### src/rtl/tlb_op_ctrl.sv
// TLB maintenance sequencer: owns the TLB search/read/write/invalidate ports for
// TLBSRCH/TLBRD/TLBWR/TLBFILL/INVTLB retiring in WB, one op in flight at a time.
module tlb_op_ctrl #(
    parameter int TLBNUM = 16,
    parameter int IDX_W  = 4
) (
    input  logic             clk,
    input  logic             rst,
    input  logic             op_valid,
    input  logic [2:0]       op_type,
    input  logic [4:0]       inv_op,
    input  logic [9:0]       inv_asid,
    input  logic [18:0]      inv_va,
    output logic             op_ready,
    output logic             op_done,
    output logic             op_err,
    output logic             refetch_flush,
    input  logic [31:0]      csr_tlbidx,
    input  logic [31:0]      csr_tlbehi,
    input  logic [31:0]      csr_tlbelo0,
    input  logic [31:0]      csr_tlbelo1,
    input  logic [9:0]       csr_asid,
    output logic [18:0]      tlb_s_vppn,
    output logic [9:0]       tlb_s_asid,
    input  logic             tlb_s_found,
    input  logic [IDX_W-1:0] tlb_s_index,
    output logic [IDX_W-1:0] tlb_r_index,
    input  logic [95:0]      tlb_r_data,
    output logic             tlb_we,
    output logic [IDX_W-1:0] tlb_w_index,
    output logic             tlb_w_ne,
    output logic             inv_valid,
    output logic [4:0]       inv_op_o,
    output logic [9:0]       inv_asid_o,
    output logic [18:0]      inv_va_o,
    output logic [4:0]       csr_tlb_we,
    output logic [31:0]      tlbidx_wdata,
    output logic [31:0]      tlbehi_wdata,
    output logic [31:0]      tlbelo0_wdata,
    output logic [31:0]      tlbelo1_wdata,
    output logic [9:0]       asid_wdata
);

    localparam logic [3:0] S_IDLE      = 4'd0;
    localparam logic [3:0] S_SRCH_REQ  = 4'd1;
    localparam logic [3:0] S_SRCH_RESP = 4'd2;
    localparam logic [3:0] S_RD_REQ    = 4'd3;
    localparam logic [3:0] S_RD_RESP   = 4'd4;
    localparam logic [3:0] S_WR        = 4'd5;
    localparam logic [3:0] S_INV       = 4'd6;
    localparam logic [3:0] S_ERR       = 4'd7;
    localparam logic [3:0] S_DONE      = 4'd8;

    // tlb_r_data layout: {e[95], ps[94:89], vppn[88:70], asid[69:60], elo0[59:30], elo1[29:0]}
    logic        r_e;
    logic [5:0]  r_ps;
    logic [18:0] r_vppn;
    logic [9:0]  r_asid;
    logic [29:0] r_elo0, r_elo1;
    assign {r_e, r_ps, r_vppn, r_asid, r_elo0, r_elo1} = tlb_r_data;

    // ELO CSRs reach the TLB write data path outside this block.
    logic unused_elo;
    assign unused_elo = ^{csr_tlbelo0, csr_tlbelo1};

    logic [3:0]       state_q, state_d;
    logic [2:0]       type_q, type_d;
    logic [31:0]      idx_q, idx_d;
    logic [18:0]      vppn_q, vppn_d;
    logic [9:0]       asid_q, asid_d;
    logic [4:0]       iop_q, iop_d;
    logic [9:0]       iasid_q, iasid_d;
    logic [18:0]      iva_q, iva_d;
    logic [IDX_W-1:0] fill_ctr_q, fill_ctr_d;
    logic [4:0]       cwe_q, cwe_d;
    logic [31:0]      idx_wd_q, idx_wd_d;
    logic [31:0]      ehi_wd_q, ehi_wd_d;
    logic [31:0]      elo0_wd_q, elo0_wd_d;
    logic [31:0]      elo1_wd_q, elo1_wd_d;
    logic [9:0]       asid_wd_q, asid_wd_d;

    always_comb begin
        state_d    = state_q;
        type_d     = type_q;
        idx_d      = idx_q;
        vppn_d     = vppn_q;
        asid_d     = asid_q;
        iop_d      = iop_q;
        iasid_d    = iasid_q;
        iva_d      = iva_q;
        fill_ctr_d = fill_ctr_q + IDX_W'(1);
        cwe_d      = 5'b00000;
        idx_wd_d   = idx_wd_q;
        ehi_wd_d   = ehi_wd_q;
        elo0_wd_d  = elo0_wd_q;
        elo1_wd_d  = elo1_wd_q;
        asid_wd_d  = asid_wd_q;
        case (state_q)
            S_IDLE: begin
                if (op_valid) begin
                    type_d  = op_type;
                    idx_d   = csr_tlbidx;
                    vppn_d  = csr_tlbehi[31:13];
                    asid_d  = csr_asid;
                    iop_d   = inv_op;
                    iasid_d = inv_asid;
                    iva_d   = inv_va;
                    case (op_type)
                        3'd0:       state_d = S_SRCH_REQ;
                        3'd1:       state_d = S_RD_REQ;
                        3'd2, 3'd3: state_d = S_WR;
                        3'd4:       state_d = (inv_op > 5'd6) ? S_ERR : S_INV;
                        default:    state_d = S_ERR;
                    endcase
                end
            end
            S_SRCH_REQ: state_d = S_SRCH_RESP;
            S_SRCH_RESP: begin
                cwe_d    = 5'b00001;
                idx_wd_d = tlb_s_found ? {1'b0, idx_q[30:IDX_W], tlb_s_index}
                                       : {1'b1, idx_q[30:0]};
                state_d  = S_DONE;
            end
            S_RD_REQ: state_d = S_RD_RESP;
            S_RD_RESP: begin
                cwe_d = 5'b11111;
                if (r_e) begin
                    idx_wd_d  = {1'b0, idx_q[30], r_ps, idx_q[23:0]};
                    ehi_wd_d  = {r_vppn, 13'b0};
                    elo0_wd_d = {2'b00, r_elo0};
                    elo1_wd_d = {2'b00, r_elo1};
                    asid_wd_d = r_asid;
                end else begin
                    idx_wd_d  = {1'b1, idx_q[30], 6'b0, idx_q[23:0]};
                    ehi_wd_d  = '0;
                    elo0_wd_d = '0;
                    elo1_wd_d = '0;
                    asid_wd_d = '0;
                end
                state_d = S_DONE;
            end
            S_WR, S_INV: state_d = S_DONE;
            // ERR reports completion itself so an illegal op retires one cycle after accept.
            S_ERR:   state_d = S_IDLE;
            S_DONE:  state_d = S_IDLE;
            default: state_d = S_IDLE;
        endcase
    end

    always_ff @(posedge clk) begin
        if (rst) begin
            state_q    <= S_IDLE;
            type_q     <= '0;
            idx_q      <= '0;
            vppn_q     <= '0;
            asid_q     <= '0;
            iop_q      <= '0;
            iasid_q    <= '0;
            iva_q      <= '0;
            fill_ctr_q <= '0;
            cwe_q      <= '0;
            idx_wd_q   <= '0;
            ehi_wd_q   <= '0;
            elo0_wd_q  <= '0;
            elo1_wd_q  <= '0;
            asid_wd_q  <= '0;
        end else begin
            state_q    <= state_d;
            type_q     <= type_d;
            idx_q      <= idx_d;
            vppn_q     <= vppn_d;
            asid_q     <= asid_d;
            iop_q      <= iop_d;
            iasid_q    <= iasid_d;
            iva_q      <= iva_d;
            fill_ctr_q <= fill_ctr_d;
            cwe_q      <= cwe_d;
            idx_wd_q   <= idx_wd_d;
            ehi_wd_q   <= ehi_wd_d;
            elo0_wd_q  <= elo0_wd_d;
            elo1_wd_q  <= elo1_wd_d;
            asid_wd_q  <= asid_wd_d;
        end
    end

    assign op_ready      = (state_q == S_IDLE);
    assign op_done       = (state_q == S_DONE) || (state_q == S_ERR);
    assign op_err        = (state_q == S_ERR);
    assign refetch_flush = (state_q == S_DONE) &&
                           ((type_q == 3'd2) || (type_q == 3'd3) || (type_q == 3'd4));

    assign tlb_s_vppn  = vppn_q;
    assign tlb_s_asid  = asid_q;
    assign tlb_r_index = idx_q[IDX_W-1:0];

    assign tlb_we      = (state_q == S_WR);
    assign tlb_w_index = (type_q == 3'd3) ? fill_ctr_q : idx_q[IDX_W-1:0];
    assign tlb_w_ne    = idx_q[31];

    assign inv_valid  = (state_q == S_INV);
    assign inv_op_o   = iop_q;
    assign inv_asid_o = iasid_q;
    assign inv_va_o   = iva_q;

    // CSR write-back is registered so it lands together with op_done.
    assign csr_tlb_we    = cwe_q;
    assign tlbidx_wdata  = idx_wd_q;
    assign tlbehi_wdata  = ehi_wd_q;
    assign tlbelo0_wdata = elo0_wd_q;
    assign tlbelo1_wdata = elo1_wd_q;
    assign asid_wdata    = asid_wd_q;

endmodule
### config.mk
export PLATFORM = sky130hd
export DESIGN_NAME = tlb_op_ctrl
export DESIGN_NICKNAME = d
export VERILOG_FILES = /design/src/rtl/tlb_op_ctrl.sv
export SDC_FILE = /design/constraint.sdc
export NUM_CORES = 1
export LEC_CHECK = 0
export BUFFER_PORTS_ARGS = -buffer_cell sky130_fd_sc_hd__buf_4
export CAP_MARGIN = 20
export CORE_AREA = 3 3 195 197
export CTS_CLUSTER_DIAMETER = 150
export DETAILED_ROUTE_END_ITERATION = 8
export DIE_AREA = 0 0 198 200
export SETUP_SLACK_MARGIN = 0.15
export SLEW_MARGIN = 40
export SYNTH_ARGS = -nofsm -noshare
export SYNTH_HDL_FRONTEND = slang
export SYNTH_SLANG_ARGS = --single-unit
### constraint.sdc
create_clock -name clk -period 2.1 [get_ports clk]
set_input_delay 0.105 -clock clk [delete_from_list [all_inputs] [get_ports clk]]
set_output_delay 0.105 -clock clk [all_outputs]
set_load 0.02 [all_outputs]
== Word-level counts from Yosys, hierarchy flattened ==
Index checks and enable logic that the tools add are counted.
Cells by class
  muxes and demuxes: 13
  divide/modulo/power cells: 0
  multiply operators: 0
  equal/unequal tests: 16
  add/subtract/negate cells: 1
  order comparisons: 1
  reductions and logical operators: 10
  shifts and indexed selects: 0
  bitwise gates (word level): 0
Operators by type and width (count)
  two-way mux 32 bit: 3
  one-hot mux 32 bit (2 select lines): 1
  two-way mux 30 bit: 2
  == test 4 x 3 -> 1 bit, second input constant: 4
  one-hot mux 4 bit (4 select lines): 1
  == test 3 x 2 -> 1 bit, second input constant: 4
  one-hot mux 3 bit (4 select lines): 1
  two-way mux 10 bit: 1
  one-hot mux 5 bit (2 select lines): 1
  == test 4 x 2 -> 1 bit, second input constant: 2
  two-way mux 4 bit: 2
  == test 3 bit, second input constant: 2
  greater-than comparator 5 x 3 -> 1 bit, second input constant: 1
  adder 4 x 1 -> 4 bit, second input constant: 1
  == test 4 x 1 -> 1 bit, second input constant: 1
  == test 4 bit, second input constant: 1
  logical NOT 4 bit: 1
  OR reduction 4 bit: 1
  == test 3 x 1 -> 1 bit, second input constant: 1
  logical NOT 3 bit: 1
  logical OR 1 bit: 3
  inequality test 2 bit, second input constant: 1
  AND reduction 2 bit: 1
  nonzero test 2 bit: 1
  other kinds (3): 3
Storage, ports and cells
  memories: 0
  register bits after elaboration: 249
  bits in writable memories: 0
  logic and storage cells: 56
  bits in read-only memories: 0
  bits in latches: 0
  input bits: 279

== Logic depth before layout (Yosys ltp) ==
  depth in word-level cells: 5
  depth in mapped cells: 8
  depth with buffers taken out: 4

== Least setup slack after synthesis ==
No wires, ideal clock.
  path type: register to output
  start: reg state_q[0]
  end: out op_done
  stages on the path, launching flop included: 5
  data required time: 1.995 ns
  path buffers: 1
  path slack: 0.456 ns
  arrival: 1.539 ns
  cells stage by stage: dfxtp_1 clkbuf_1 nand2_1 nor3b_1 nand2b_1
On the way
  cells in the longest elaborated chain, start to end: 2
  elaborated cells on any way between the ends: 3
  those cells by class: eq/ne (2); reduce/logical (1)
Ends and longest elaborated chain
  start, declared: line 66  | logic [3:0] state_q, state_d;
  start signal, assigned: line 168  | state_q <= state_d;
  == test 4 x 3 -> 1 bit
  named net op_err: line 16  | output logic op_err,
  logical OR 1 bit: line 187  | assign op_done = (state_q == S_DONE) || (state_q == S_ERR);
  end, declared: line 15  | output logic op_done,
The timed path passes the listed nets, and every way through them passes these cells.

== Worst setup path in the final report ==
  start: reg state_q[2]
  end: out op_ready
On the way
  cells in the longest elaborated chain, start to end: 1
Ends and longest elaborated chain
  logical NOT 4 bit: line 186  | assign op_ready = (state_q == S_IDLE);
  end, declared: line 14  | output logic op_ready,
No other way between the ends.

==> metrics.txt <==
layout cell share with drive strength beyond 1=30.2%; sequential fraction of the synthesis area=51.6%; largest net degree at the start of global routing=99; Yosys warning total=0; mean post-synth cell area=8.19 µm²; drt initial violations=493; clock sink count=229; largest fanout on the critical path=4; Pwr per Cell Area=851 nW/µm²; Slowest-stage cell, CP=or4_4; DR vias=10,200; Total GRT Usage=17.1%; DRC violations left=0; nets=1,910; post-layout min period=1900 ps; first-pass GRT wire length=55,100 µm; max-cap viol count=0; Worst Path Arrival=1800 ps; fillcell total=3,471; ys async rst share=0%; Clock Path Buffers=3; Initial Util=24.4%; Worst Skew=6.31 ps; grt total ovfl=0; status=completed; critical path class=flip-flop to output port; WL final=36,600 µm; Synth area leader=dfxtp_1; Synth top area share=51.6%; Final Non-Filler Cells=2,117; IO Pins=500; fin crit share=90.6%; core area=36,400 µm²; Setup crit start kind=flip-flop; PnR worst setup slack=198 ps; Req. time, crit path=2000 ps; H-Tree Depth=1; Synth Instances=1,084; die area=39,600 µm²; FMAX=526 MHz; RSZ-0062 raised after global routing=false; Post-Syn Area=8880 µm²; clk root buf=clkbuf_16; multi-input logic area=3680 µm²; initial antenna violation count=1; Pleak=6.22 nW; final hold viol count=0; Row Count=70; Critical path buffers and inverters=3; slowest stage delay, CP=580 ps; number of setup violations in the final report=0; via/cell ratio=4.80; area delta synth->final=71.7%; maximum VDD drop=572 µV; DRT Pass-1 Iters=5; Min-Delay Path Class=primary input to flip-flop; Place WS=232 ps; CTS tree=yes; Post-DP HPWL=22,400 µm; Slew Limit Fails=0; library cells used by synthesis=40; Post-DRT Antenna Nets=0; clock latency at the later pin of the worst-skew pair=540 ps; CP Cell Sequence=or4_4, clkinv_8, buf_16, buf_4; largest cells by area after synthesis=dfxtp_1 (52%), a21oi_1 (12%), nand3_1 (12%); CTS buffer count=27; die height=200 µm; CP top delay family=simple AND/OR/NAND/NOR gates; vias in the first global route=10,100; Die Wd=198 µm; dominant synthesized flop cell=dfxtp_1; total negative slack=0 ps; number of synthesized register bits=229; Post-synth top cells=dfxtp_1 (229), a21oi_1 (219), nand3_1 (219), o21ai_0 (123), nand2_1 (97); Inst Count DP=1,864; most numerous cell in the Yosys netlist=dfxtp_1; Reg area=4590 µm²; gpl congestion=0.760; drt wl/cell=17.3 µm; clk slew on worst S/H paths=60 ps; IO buf count=405; critical path capture point type=output port; Post-synth EDFFs=0
==> state kept, by name, summed over array words and instances, names as in the netlist <==
register	cells
idx_q	32
csr_tlb_we	2
tlb_s_asid	10
state_q	4
tlbelo0_wdata	30
inv_op_o	5
type_q	3
tlb_s_vppn	19
tlbelo1_wdata	30
tlbehi_wdata	19
fill_ctr_q	4
asid_wdata	10
inv_va_o	19
tlbidx_wdata	32
inv_asid_o	10
==> report_power, final <==
part | switching [W] | internal, W | leakage, nW
clock | 0.00189 | 0.00280 | 0.419
sequential | 0.000198 | 0.00469 | 1.86
combinational | 0.00194 | 0.00147 | 3.93
==> stage by stage <==
stage	area, µm²	total power (W)	hold slack, ps	util (%)
after floorplan	8940	0.00661	253	-
after global placement	12200	0.00783	368	33.6
after detailed placement	12200	0.00787	374	33.6
after CTS	15200	0.0131	35.3	41.8
after global routing	15200	0.0135	57.8	41.9
final	15300	0.0130	54.5	41.9
==> logic make-up (layout without fill, tap and decap cells) <==
group	count (synthesis)	in the layout	synth area share (%)
adder cells (fa/ha/maj)	1	1	0.141
XOR/XNOR	4	4	0.394
flip-flops	229	229	51.6
multiplexers	6	6	0.732
AND/OR/NAND/NOR	342	343	18.2
AO/OA/AOI/OAI	358	358	20.8
other	1	19	0.0422
buffers and inverters	143	689	8.06
==> what timing repair did <==
action / CTS / global route
resized for setup: 6 / 3
pin swaps: 1 / 2
hold endpoints to repair: 202 / 0
buffers inserted: 3 / 0
setup endpoints to repair: 2 / 5
hold buffers: 199 / 0
gates cloned: 3 / 0
==> final timing paths <==
path | start | end | slack [ps] | cells past startpoint
worst min register to register | tlbelo1_wdata[25] | tlbelo1_wdata[25] | 450 | 2
worst min-delay path | tlb_r_data[95] | tlbelo0_wdata[11] | 50 | 3
worst max register to register | state_q[1] | tlbelo0_wdata[26] | 220 | 5
worst max-delay path | state_q[2] | op_ready | 200 | 4
==> cell usage in the layout, fill, tap and decap left out, types with 3 or more instances in the layout <==
cell type	instances
conb_1	17
buf_4	426
clkinvlp_4	3
buf_12	8
mux2_2	4
clkbuf_16	27
clkbuf_1	6
dlygate4sd3_1	199
o21ai_0	123
nand3_1	219
nand2_1	97
clkbuf_8	6
a21oi_1	219
dfxtp_1	226
nor3_1	3
a311oi_1	11
nor2_1	9
==> layout make-up <==
cell class	instances	share of cell area, %
Antenna cell	2	0.0328
Clock buffer	39	5.12
Clock inverter	7	0.607
Inverter	4	0.180
Multi-Input combinational cell	729	24.1
Sequential cell	229	30.1
Tap cell	468	3.84
Timing Repair Buffer	639	36.0
==> per-layer routing <==
layer | GRT usage [%] | routed length (µm)
met1 | 21.6 | 14900
met2 | 29.3 | 17800
met3 | 3.47 | 2520
met4 | 5.82 | 1260
met5 | 0 | 0
==> worst reg2reg max path: cells and delay by family (launching register included) <==
kind                   cells  cell delay (ps)
AOI/OAI and AO/OA          1               70
buffers and inverters      2              450
DFF                        1              350
and+or+nand+nor            2              870
Note: power is estimated with default switching activity, not from simulation.
